==> src/rtl/moore_sec_drv.sv <==
// Stimulus driver for the 3-state Moore sequence FSM (W/X/Y, out=1 only in X).
// Steers the FSM's `in` so its `out` replays a target word LSB first, and checks the fed-back `out`.
module moore_sec_drv #(
    parameter int WIDTH = 8
) (
    input  logic             clk,
    input  logic             rst,
    input  logic [WIDTH-1:0] tgt_data,
    input  logic             tgt_valid,
    output logic             tgt_ready,
    output logic             drv_in,
    output logic             exp_out,
    input  logic             obs_out,
    output logic             busy,
    output logic             done,
    output logic             mismatch,
    input  logic             clr_err
);

    localparam logic [1:0] ST_W = 2'b00;
    localparam logic [1:0] ST_X = 2'b01;
    localparam logic [1:0] ST_Y = 2'b10;

    localparam int CNT_W = (WIDTH > 1) ? $clog2(WIDTH) : 1;
    localparam logic [CNT_W-1:0] LAST_IDX = CNT_W'(WIDTH - 1);

    logic [1:0]       sh_q,       sh_d;
    logic [WIDTH-1:0] shreg_q,    shreg_d;
    logic [CNT_W-1:0] cnt_q,      cnt_d;
    logic             busy_q,     busy_d;
    logic             done_q,     done_d;
    logic             mismatch_q, mismatch_d;

    logic want;
    logic accept;

    assign exp_out   = (sh_q == ST_X);
    assign tgt_ready = !busy_q;
    assign busy      = busy_q;
    assign done      = done_q;
    assign mismatch  = mismatch_q;
    assign accept    = tgt_valid && !busy_q;

    // Desired next FSM output, inverted through the shadow state into the unique `in` bit.
    // Depends only on registered state so the FSM sees no combinational path from our inputs.
    always_comb begin
        want = busy_q ? shreg_q[0] : exp_out;
        case (sh_q)
            ST_W:       drv_in = want;
            ST_X, ST_Y: drv_in = ~want;
            default:    drv_in = 1'b0;
        endcase
    end

    // NOTE: every signal gets a default before the case/if tree, so no path leaves one unassigned and no latch is inferred.
    always_comb begin
        sh_d       = ST_W;
        shreg_d    = shreg_q;
        cnt_d      = cnt_q;
        busy_d     = busy_q;
        done_d     = 1'b0;
        mismatch_d = (obs_out != exp_out) || (mismatch_q && !clr_err);

        case (sh_q)
            ST_W:    sh_d = drv_in ? ST_X : ST_Y;
            ST_X:    sh_d = drv_in ? ST_Y : ST_X;
            ST_Y:    sh_d = drv_in ? ST_W : ST_X;
            default: sh_d = ST_W;
        endcase

        if (busy_q) begin
            shreg_d = shreg_q >> 1;
            cnt_d   = cnt_q + 1'b1;
            if (cnt_q == LAST_IDX) begin
                busy_d = 1'b0;
                done_d = 1'b1;
                cnt_d  = '0;
            end
        end else if (accept) begin
            shreg_d = tgt_data;
            cnt_d   = '0;
            busy_d  = 1'b1;
        end
    end

    // NOTE: state updates use non-blocking assignments so every flop samples pre-edge values.
    // NOTE: the shift register is reset too, so an aborted word leaves no stale data behind.
    always_ff @(posedge clk or posedge rst) begin
        if (rst) begin
            sh_q       <= ST_W;
            shreg_q    <= '0;
            cnt_q      <= '0;
            busy_q     <= 1'b0;
            done_q     <= 1'b0;
            mismatch_q <= 1'b0;
        end else begin
            sh_q       <= sh_d;
            shreg_q    <= shreg_d;
            cnt_q      <= cnt_d;
            busy_q     <= busy_d;
            done_q     <= done_d;
            mismatch_q <= mismatch_d;
        end
    end

endmodule
==> config.mk <==
export PLATFORM = sky130hd
export DESIGN_NAME = moore_sec_drv
export DESIGN_NICKNAME = d
export VERILOG_FILES = /design/src/rtl/moore_sec_drv.sv
export SDC_FILE = /design/constraint.sdc
export NUM_CORES = 1
export LEC_CHECK = 0
export CAP_MARGIN = 30
export CORE_MARGIN = 1
export CORE_UTILIZATION = 47
export DETAILED_ROUTE_END_ITERATION = 6
export PLACE_DENSITY = 0.87
export SYNTH_ARGS = -nofsm -noshare
export SYNTH_HDL_FRONTEND = slang
export SYNTH_SLANG_ARGS = --single-unit
==> constraint.sdc <==
create_clock -name clk -period 2.2 [get_ports clk]
set_clock_uncertainty 0.1 [all_clocks]
set_input_delay 0.33 -clock clk [delete_from_list [all_inputs] [get_ports clk]]
set_output_delay 0.33 -clock clk [all_outputs]
set_load 0.02 [all_outputs]
== Word level (Yosys, flattened, before mapping) ==
Cells that the tools add are included.

* Equality and inequality tests: 4
* Multiplexer cells: 16
* Add/subtract/negate cells: 1
* Bitwise operators: 1
* Reductions and logical operators: 8

{| class="wikitable"
|+ Operators by type and width
! operator !! count
|-
| $mux W8 || 2
|-
| $mux W3 || 3
|-
| $mux W1 || 7
|-
| $pmux W2 S3 || 1
|-
| $mux W2 || 2
|-
| $add A3 B1 Y3 const B || 1
|-
| $eq A3 B3 Y1 const B || 1
|-
| $eq A2 B1 Y1 const B || 1
|-
| $eq A2 B2 Y1 const B || 1
|-
| $logic_and A1 B1 Y1 || 2
|-
| $logic_not A1 Y1 || 2
|-
| $logic_not A2 Y1 || 1
|-
| $pmux W1 S2 || 1
|-
| $reduce_bool A2 Y1 || 1
|-
| $reduce_or A2 Y1 || 1
|-
| $logic_or A1 B1 Y1 || 1
|-
| $ne A1 B1 Y1 || 1
|-
| $not A1 Y1 || 1
|}

* Register bits after elaboration: 16
* Bits of input ports: 13

== Logic depth before layout (Yosys ltp) ==
* Depth after elaboration: 6
* Depth in mapped cells: 5
* Mapped depth without buffers: 5

== Worst setup path before layout ==
OpenSTA, ideal clock, no wires.

* Path kind: register to output
* From: register sh_q[1]
* To: output port drv_in
* Data required time: 1,770 ps
* Buffers on the path: 0
* Stages on the path, launching flop included: 5
* Setup slack: 446 ps
* Arrival: 1,324 ps
* Cell sequence: dfrtp_1 inv_1 ha_1 mux2i_1 mux2_1

* Cells in the longest elaborated chain, start to end: 4
* Elaborated cells on any way between the ends: 7

{| class="wikitable"
|+ RTL lines
! item !! line !! source
|-
| start, declared || 27 || <nowiki>logic [1:0] sh_q, sh_d;</nowiki>
|-
| start signal, assigned || 90 || <nowiki>sh_q <= ST_W;</nowiki>
|-
| start signal, assigned || 97 || <nowiki>sh_q <= sh_d;</nowiki>
|-
| $eq A2 B1 Y1 * || 37 || <nowiki>assign exp_out = (sh_q == ST_X);</nowiki>
|-
| net exp_out || 12 || <nowiki>output logic exp_out,</nowiki>
|-
| $mux W1 || 47 || <nowiki>want = busy_q ? shreg_q[0] : exp_out;</nowiki>
|-
| $not A1 Y1 || 50 || <nowiki>ST_X, ST_Y: drv_in = ~want;</nowiki>
|-
| $pmux W1 S2 * || 48 || <nowiki>case (sh_q)</nowiki>
|-
| end, declared || 11 || <nowiki>output logic drv_in,</nowiki>
|}

The timed path passes the listed nets; every way through them passes the cells marked *.

== Worst setup path in the final report ==
* From: register sh_q[1]
* To: output port exp_out

* Cells in the longest elaborated chain, start to end: 1

{| class="wikitable"
|+ RTL lines
! item !! line
|-
| $eq A2 B1 Y1 || 37
|-
| end, declared || 12
|}

No other way between the ends.

==> impl_metrics.yaml <==
clock_network:
  cts_sinks: 16
  cts_root_buf: "clkbuf_4"
  cts_hold_buf: 0
  cts_max_path_buffers: 2
  clk_latency_ns: 0.29
  cts-buffers-inserted: 3
  cts_tree: "yes"
  clkTransAtPathRegs_ns: 0.10
  cts_max_level: 1
layout:
  antenna_cells: 0
  multi_input_area_um2: 380
  area_delta_synth_final_pct: 29.1
  regArea_um2: 400
  utilization_pct: 67.5
  fillCellCount: 135
  drive_gt1_share_pct: 9.80
  finalNetCount: 122
  final_common_cell: "clkdlybuf4s50_1"
  final_cell_mix: "17 x clkdlybuf4s50_1, 16 x dfrtp_1, 12 x o21ai_0, 11 x nand2_1, 9 x mux2i_1"
die:
  io_pins: 19
  die_w_um: 43.9
  core_um2: 1580
  rows: 14
  start_util_pct: 52.3
  die-area_um2: 1930
  die_y_um: 43.9
setup_path:
  critPathTopFamily: "buffers and inverters"
  cp-startpoint: "sh_q[1]$_DFF_PP0_"
  cp_max_fo: 5
  critPathMaxStageDelay_ns: 0.60
  r2r_setup_slack_ns: 0.34
  cp-start-kind: "flip-flop"
  path_cells: "inv_1 -> ha_1 -> buf_4 -> clkdlybuf4s50_1"
  crit_buf_inv: 3
  end_kind: "output port"
  slowest_stage: "clkdlybuf4s50_1"
  path_class: "flip-flop to output port"
  critPathRequiredTime_ns: 1.77
  critical_path_arrival_ns: 1.69
  reg2reg_from: "sh_q[0]$_DFF_PP0_"
power:
  p_per_area_nw_per_um2: 1380
  p_int_w: 0.000887
  p_comb_share_pct: 52.3
  leakagePower_nw: 0.530
  p_switching_w: 0.000584
  pwr-share-clk_pct: 13.4
  peakVddDrop_mv: 0.931
  p_seq_share_pct: 34.3
  swShare_pct: 39.7
run_status:
  failed_checks: "design-rule violations"
  outcome: "finished with violations"
synth:
  ys_top_cells_by_area: "dfrtp_1 49%, mux2i_1 11%, ha_1 9.1%"
  ys_async_sr_fraction_pct: 100
  syn-cell-area_um2: 825
  synth.distinct_cells: 21
  synthFlopType: "dfrtp_1"
  yosys.area.top_type_share_pct: 48.6
  yosysTopAreaCell: "dfrtp_1"
  syn_inst: 80
  ys_ff_latch: 16
  syn_avg_cell_area_um2: 10.3
  syn_nets: 99
  synth_enable_flop_cells: 0
  yosysWarnings: 0
  ys_seq_area_share_pct: 48.6
timing:
  setup_violations: 0
  fin_setup_tns_ns: 0
  tightest_slew_ns: 0.593
  relSlewSlack_pct: 60.4
  rsz0062_at_grt: "false"
  finalMaxSlewViolations: 0
  fmaxAchievable_mhz: 473
  period_needed_ns: 2.12
  hold_viol: 0
  finalCritPeriodShare_pct: 96.2
global_route:
  grt_pass1_wl_um: 2550
  grt_max_degree: 28
  grt.total_usage_pct: 18.7
  overflow: 0
  grt_pass1_vias: 591
  antenna_found_initial: 0
run:
  drv_cap: 0
min_path:
  hold_path_class: "input pin to async pin"
place:
  place_congestion: 0.821
  io_buffers: 18
  dpl.hpwl_um: 1150
route:
  drt_iter0_drc: 13
  drc: 2
  drt-pass1-iter-count: 6
  postRouteAntennaNets: 0
  vias: 634
  via_per_inst: 5.37
  wire_per_inst_um: 13.9
  wl_um: 1640
path summary, 6_finish.rpt:
kind	end	cells past startpoint
setup / recovery	exp_out	4
hold / removal	cnt_q[0]$_DFFE_PP0P_	2
setup reg to reg	sh_q[0]$_DFF_PP0_	6
hold reg to reg	shreg_q[1]$_DFFE_PP0P_	2
max in group asynchronous	sh_q[0]$_DFF_PP0_	2
min in group clk	shreg_q[1]$_DFFE_PP0P_	2
kinds of logic after synthesis:
logic type                 after synthesis  synth area share (%)
DFF                                     16                  48.6
AOI/OAI and AO/OA                       17                  12.0
muxes                                   11                  13.7
xor gates and xnor gates                 1                  1.06
and+or+nand+nor                         19                  9.86
adders and majority gates                6                  9.10
buffers and inverters                   10                  5.76
worst reg2reg max path, delay by kind of cell (launching register included):
kind	cells	cell delay, ns
adders and majority gates	1	0.33
muxes	1	0.31
AOI/OAI and AO/OA	2	0.33
DFF	1	0.40
buffers and inverters	2	0.25
routing by layer:
layer  routed length [um]  share of wire (%)  track usage, %  vias to the layer above
met3                   82                5.0            4.17                        3
li1                     -                  -               -                      314
met2                  839                 51            29.6                       24
met4                   32                1.9            9.09                        0
met1                  689                 42            24.4                      293
met5                    0                  0               0                        -
timing repair:
item,in CTS,in global routing
setup buffers,0,1
setup endpoints to repair,1,2
gates resized for setup,3,3
power groups by stage:
| stage | combinational [W] | clock, W | sequential (W) |
|---|---|---|---|
| after floorplan | 0.000468 | 0 | 0.000510 |
| after global placement | 0.000698 | 0 | 0.000500 |
| after detailed placement | 0.000746 | 0 | 0.000508 |
| after CTS | 0.000743 | 0.000200 | 0.000503 |
| after global routing | 0.000852 | 0.000215 | 0.000518 |
| final | 0.000769 | 0.000197 | 0.000504 |
synthesized netlist by cell type, types with 2 or more instances:
| cell | number |
|---|---|
| dfrtp_1 | 16 |
| inv_1 | 6 |
| nand2_1 | 11 |
| nor2_1 | 5 |
| mux2i_1 | 9 |
| ha_1 | 6 |
| o21ai_0 | 12 |
| mux2_1 | 2 |
area by class of cell:
class	instances	area share [%]
tap	16	1.88
clock buffer	4	3.41
sequential	16	37.6
inverter	6	2.12
multi-input combinational	54	35.7
timing repair buffer	22	19.3
metrics by stage:
stage	instance area [um2]	worst slack, ns	hold slack [ns]	std cells	total power, W
3_3_place_gp	1020	0.186	0.365	113	0.00120
3_5_place_dp	1020	0.0570	0.372	113	0.00125
4_1_cts	1060	0.00754	0.315	117	0.00145
2_1_floorplan	825	0.446	0.144	80	0.000979
5_1_grt	1060	0.00148	0.369	118	0.00159
6_report	1060	0.0843	0.296	118	0.00147
registers in the layout (all words and copies together), names as in the netlist:
signal    count
busy          1
cnt_q         3
done          1
mismatch      1
sh_q          2
shreg_q       8
No activity file was read; power rests on OpenSTA's default activity.
